$ cat config.mk
export PLATFORM = sky130hd
export DESIGN_NAME = alarm_ring_ctrl
export DESIGN_NICKNAME = d
export VERILOG_FILES = /design/src/rtl/alarm_pkg.sv /design/src/rtl/alarm_sec_timer.sv /design/src/rtl/alarm_ring_ctrl.sv
export SDC_FILE = /design/constraint.sdc
export NUM_CORES = 1
export LEC_CHECK = 0
export CAP_MARGIN = 40
export CELL_PAD_IN_SITES_DETAIL_PLACEMENT = 2
export CELL_PAD_IN_SITES_GLOBAL_PLACEMENT = 2
export CORE_AREA = 10 10 68 70
export CTS_CLUSTER_SIZE = 20
export DETAILED_ROUTE_END_ITERATION = 10
export DIE_AREA = 0 0 78 80
export GPL_TIMING_DRIVEN = 0
export PLACE_DENSITY = 0.86
export SLEW_MARGIN = 20
export SYNTH_ARGS = -nofsm -noshare
export SYNTH_HDL_FRONTEND = slang
export SYNTH_SLANG_ARGS = --single-unit
$ cat constraint.sdc
create_clock -name clk -period 1.9 [get_ports clk]
set_input_delay 0.475 -clock clk [delete_from_list [all_inputs] [get_ports clk]]
set_output_delay 0.475 -clock clk [all_outputs]
set_load 0.05 [all_outputs]
$ cat src/rtl/alarm_pkg.sv
// rtl/alarm_pkg.sv - shared state encoding and default timing for the alarm ring controller
package alarm_pkg;

    localparam logic [2:0] DISARMED = 3'd0;
    localparam logic [2:0] ARMED    = 3'd1;
    localparam logic [2:0] RINGING  = 3'd2;
    localparam logic [2:0] SNOOZE   = 3'd3;
    localparam logic [2:0] LOCKOUT  = 3'd4;

    localparam int RING_SECS_DEF   = 60;
    localparam int SNOOZE_SECS_DEF = 300;
    localparam int MAX_SNOOZE_DEF  = 3;

    typedef enum logic [2:0] {
        ST_DISARMED = DISARMED,
        ST_ARMED    = ARMED,
        ST_RINGING  = RINGING,
        ST_SNOOZE   = SNOOZE,
        ST_LOCKOUT  = LOCKOUT
    } alarm_state_t;

    // Second-counter width covering the longer of the two intervals, never zero.
    function automatic int sec_width(input int ring_secs, input int snooze_secs);
        int longest;
        longest = (ring_secs > snooze_secs) ? ring_secs : snooze_secs;
        return (longest > 1) ? $clog2(longest) : 1;
    endfunction

endpackage

$ cat src/rtl/alarm_sec_timer.sv
// rtl/alarm_sec_timer.sv - shared 1 Hz second counter with per-state terminal count
module alarm_sec_timer #(
    parameter int W = 6
) (
    input  logic         clk,
    input  logic         reset,
    input  logic         clear,
    input  logic         tick,
    input  logic [W-1:0] terminal,
    output logic         done
);

    logic [W-1:0] sec_cnt;

    // Wraps to zero on the terminal tick so the next interval starts clean.
    always_ff @(posedge clk or posedge reset) begin
        if (reset) begin
            sec_cnt <= '0;
        end else if (clear) begin
            sec_cnt <= '0;
        end else if (tick) begin
            if (sec_cnt == terminal) begin
                sec_cnt <= '0;
            end else begin
                sec_cnt <= sec_cnt + 1'b1;
            end
        end
    end

    assign done = tick && !clear && (sec_cnt == terminal);

endmodule

$ cat src/rtl/alarm_ring_ctrl.sv
// rtl/alarm_ring_ctrl.sv - alarm ring/snooze/lockout sequencer; ALARM_BEEP_PATTERN_EN selects 1 s on/off beeping
module alarm_ring_ctrl
    import alarm_pkg::*;
#(
    parameter int RING_SECS   = RING_SECS_DEF,
    parameter int SNOOZE_SECS = SNOOZE_SECS_DEF,
    parameter int MAX_SNOOZE  = MAX_SNOOZE_DEF
) (
    input  logic                            clk,
    input  logic                            reset,
    input  logic                            tick_1s,
    input  logic                            alarm_enable,
    input  logic                            alarm_match,
    input  logic                            btn_snooze,
    input  logic                            btn_stop,
    output logic                            buzzer,
    output logic                            ringing,
    output logic                            snoozing,
    output logic [$clog2(MAX_SNOOZE+1)-1:0] snooze_cnt
);

    localparam int SW  = sec_width(RING_SECS, SNOOZE_SECS);
    localparam int SCW = $clog2(MAX_SNOOZE+1);

    localparam logic [SW-1:0]  RING_LAST   = SW'(RING_SECS - 1);
    localparam logic [SW-1:0]  SNOOZE_LAST = SW'(SNOOZE_SECS - 1);
    localparam logic [SCW-1:0] SNOOZE_MAX  = SCW'(MAX_SNOOZE);

    alarm_state_t state;

    logic          counting;
    logic          snooze_ok;
    logic          timer_clear;
    logic          sec_done;
    logic [SW-1:0] terminal;

`ifdef ALARM_BEEP_PATTERN_EN
    logic beep_phase;
`endif

    assign counting  = (state == ST_RINGING) || (state == ST_SNOOZE);
    assign snooze_ok = btn_snooze && (snooze_cnt < SNOOZE_MAX);
    assign terminal  = (state == ST_RINGING) ? RING_LAST : SNOOZE_LAST;

    // Any event that leaves or restarts an interval zeroes the counter.
    assign timer_clear = !alarm_enable || !counting || btn_stop ||
                         ((state == ST_RINGING) && snooze_ok);

    alarm_sec_timer #(
        .W(SW)
    ) u_sec_timer (
        .clk      (clk),
        .reset    (reset),
        .clear    (timer_clear),
        .tick     (tick_1s),
        .terminal (terminal),
        .done     (sec_done)
    );

    always_ff @(posedge clk or posedge reset) begin
        if (reset) begin
            state      <= ST_DISARMED;
            ringing    <= 1'b0;
            snoozing   <= 1'b0;
            buzzer     <= 1'b0;
            snooze_cnt <= '0;
`ifdef ALARM_BEEP_PATTERN_EN
            beep_phase <= 1'b0;
`endif
        end else if (!alarm_enable) begin
            state      <= ST_DISARMED;
            ringing    <= 1'b0;
            snoozing   <= 1'b0;
            buzzer     <= 1'b0;
            snooze_cnt <= '0;
        end else begin
            case (state)
                ST_DISARMED: begin
                    state <= ST_ARMED;
                end
                ST_ARMED: begin
                    if (alarm_match) begin
                        state   <= ST_RINGING;
                        ringing <= 1'b1;
                        buzzer  <= 1'b1;
`ifdef ALARM_BEEP_PATTERN_EN
                        beep_phase <= 1'b1;
`endif
                    end
                end
                ST_RINGING: begin
                    if (btn_stop || (!snooze_ok && sec_done)) begin
                        state      <= ST_LOCKOUT;
                        ringing    <= 1'b0;
                        buzzer     <= 1'b0;
                        snooze_cnt <= '0;
                    end else if (snooze_ok) begin
                        state      <= ST_SNOOZE;
                        ringing    <= 1'b0;
                        snoozing   <= 1'b1;
                        buzzer     <= 1'b0;
                        snooze_cnt <= snooze_cnt + 1'b1;
                    end else if (tick_1s) begin
`ifdef ALARM_BEEP_PATTERN_EN
                        beep_phase <= ~beep_phase;
                        buzzer     <= ~beep_phase;
`endif
                    end
                end
                ST_SNOOZE: begin
                    if (btn_stop) begin
                        state      <= ST_LOCKOUT;
                        snoozing   <= 1'b0;
                        snooze_cnt <= '0;
                    end else if (sec_done) begin
                        // Re-ring regardless of alarm_match; the minute may have passed.
                        state    <= ST_RINGING;
                        snoozing <= 1'b0;
                        ringing  <= 1'b1;
                        buzzer   <= 1'b1;
`ifdef ALARM_BEEP_PATTERN_EN
                        beep_phase <= 1'b1;
`endif
                    end
                end
                ST_LOCKOUT: begin
                    snooze_cnt <= '0;
                    if (!alarm_match) begin
                        state <= ST_ARMED;
                    end
                end
                default: begin
                    state      <= ST_DISARMED;
                    ringing    <= 1'b0;
                    snoozing   <= 1'b0;
                    buzzer     <= 1'b0;
                    snooze_cnt <= '0;
                end
            endcase
        end
    end

endmodule
==> results.tsv <==
metric	value	unit
dp_hpwl	2540	um
async_reset_ff_share	100	%
power_density	585	nW/um2
clk_path_buf_depth	2	
outcome	completed	
p_leak	0.582	nW
yosysMostFrequentCell	dfrtp_1	
ant_nets	0	
portBuffers	10	
synth_cells	113	
grt_use_total	11.1	%
synth_top_area_share	37.5	%
finalHoldViolCount	0	
drv_cap	0	
rrSetupSlack	40	ps
synth_top_flop_cell	dfrtp_1	
grt_pass1_wl	5660	um
fin_skew	7.67	ps
post-place-ws	-569	ps
die_width	78	um
tightest_slew	641	ps
synth.area.top_cells	dfrtp_1 37%, a22o_1 4.1%, a31oi_1 3.5%	
num_io_pins	12	
final_area	1330	um2
fmax	538	MHz
grt-ovfl-total	0	
synthesis.nets	122	
worstSetupPathType	reg -> reg	
synth_seq_cells	16	
ys_top_cells_by_count	16 x dfrtp_1, 10 x nand2_1, 7 x inv_1, 7 x nand3_1, 6 x a31oi_1	
syn_area	1070	um2
dieArea	6240	um2
setup_violations	0	
nets	143	
fp.coreArea	3280	um2
grt_pass1_vias	1130	
clock-sinks	16	
ir_drop	0.274	mV
layout-drive-gt1-share	23.3	%
clock_latency	300	ps
synth.distinct_cells	42	
path_max_fanout	8	
cts_buffers	3	
cts_htree_levels	1	
slowest_stage	dfrtp_2	
fp.dieH	80	um
arrival	2040	ps
antenna_found_initial	0	
dpl.cell_count	169	
rsz0062_at_grt	yes	
dpl_cell_area	1230	um2
gp_congestion	0.831	
vias	964	
viasPerCell	5.39	
cts_tree	built	
drv_slew	0	
wl	3310	um
firstDrtPassIters	3	
layoutNonFillerInstCount	179	
slowest_delay	470	ps
start_util	32.5	%
antenna_cells	0	
synth-warning-count	0	
required	2090	ps
yosysTopAreaCell	dfrtp_1	
yosysSeqAreaShare	37.5	%
slew_headroom	57.2	%
min_period	1860	ps
min_path_type	in -> reg	
setup_slack	42.2	ps
grt_max_degree	17	
wl_per_cell	18.5	um
root_buffer	clkbuf_4	
cp-start-kind	flip-flop	
area_delta_synth_final	24.4	%
dr.first_iter.drc_count	57	
crit_chain	nor3b_2 -> mux2i_2 -> nand4_4 -> a21o_1 -> mux2_4	
period_share	97.8	%
rows	21	
syn_area_per_cell	9.46	um2
drc_errors	0	
clk_pin_slew	110	ps
synth_edf_count	0	
timing.critical_path.to_type	flip-flop	
power	0.777	mW
[what timing repair did]
action | 4_1_cts | 5_1_grt
buffers inserted | 2 | 4
pin swaps | 1 | 2
hold buffers | 0 | 0
gates resized for setup | 9 | 6
setup endpoints to repair | 21 | 9
[cell type report]
| class | count | area [um2] |
|---|---|---|
| fill | 370 | 1960 |
| multi-input combinational | 85 | 629 |
| sequential | 16 | 404 |
| timing repair buffer | 16 | 139 |
| tap | 46 | 57.6 |
| clock buffer | 4 | 36.3 |
| buffer | 5 | 36.3 |
| inverter | 7 | 26.3 |
[worst max-delay path: cells and delay by family, from the launching register on]
family | cells | cell delay, ps
muxes | 2 | 590
DFF | 1 | 470
and+or+nand+nor | 2 | 450
AOI/OAI and AO/OA | 1 | 230
[sequential cells by signal, indices dropped and copies added (netlist names)]
| register | count |
|---|---|
| snooze_cnt | 2 |
| state | 3 |
| ringing | 1 |
| u_sec_timer.sec_cnt | 9 |
| snoozing | 1 |
[metal layers]
metal  share of wire [%]  GRT usage [%]  routed length, um  vias to the layer above
li1                    -              -                  -                      460
met1                  43           11.9               1440                      491
met2                  54           21.3               1790                       11
met3                 2.1           2.93                 70                        2
met4                0.30           1.97                 10                        0
met5                   0              0                  0                        -
[power by group]
group	leakage [nW]	switching [mW]	internal, mW
clock	0.0210	0.127	0.117
sequential	0.216	0.0125	0.352
combinational	0.345	0.107	0.0621
total	0.582	0.246	0.531
[through the flow]
stage	hold slack (ps)	TNS (ps)	utilization (%)
global placement	487	-5350	37.4
CTS	498	-7.04	39.0
detailed placement	516	-7260	37.4
floorplan	389	0	-
global route	526	-85.3	40.5
finish	516	0	40.5
[path summary, 6_finish.rpt]
kind	end	cells past startpoint	from
setup / recovery	snooze_cnt[0]	5	state[2]
hold / removal	snoozing	3	alarm_enable
setup reg to reg	snooze_cnt[0]	5	state[2]
hold reg to reg	u_sec_timer.sec_cnt[8]	1	u_sec_timer.sec_cnt[8]
max in group asynchronous	snooze_cnt[0]	2	reset
min in group asynchronous	u_sec_timer.sec_cnt[3]	2	reset
[logic make-up (layout without fill, tap and decap cells)]
| logic type | Yosys count | in the layout | synth area share (%) |
|---|---|---|---|
| AND/OR/NAND/NOR | 41 | 41 | 22.8 |
| AO/OA/AOI/OAI | 35 | 35 | 24.5 |
| flip-flops | 16 | 16 | 37.5 |
| buffers and inverters | 12 | 32 | 5.74 |
| multiplexers | 4 | 4 | 4.68 |
| XOR/XNOR | 3 | 3 | 2.46 |
| adder cells (fa/ha/maj) | 2 | 2 | 2.34 |
[layout by cell type, fill, tap and decap left out, types with 4 or more instances in the layout]
| cell | count |
|---|---|
| dlygate4sd2_1 | 5 |
| nand3_1 | 7 |
| nor2_1 | 4 |
| a21oi_1 | 5 |
| a31oi_1 | 6 |
| a22o_1 | 5 |
| buf_4 | 8 |
| inv_1 | 7 |
| clkdlybuf4s50_1 | 4 |
| dfrtp_1 | 13 |
| nand2_1 | 10 |
| nor3_1 | 4 |
| o21ai_0 | 5 |
Note: power is estimated with default switching activity, not from simulation.
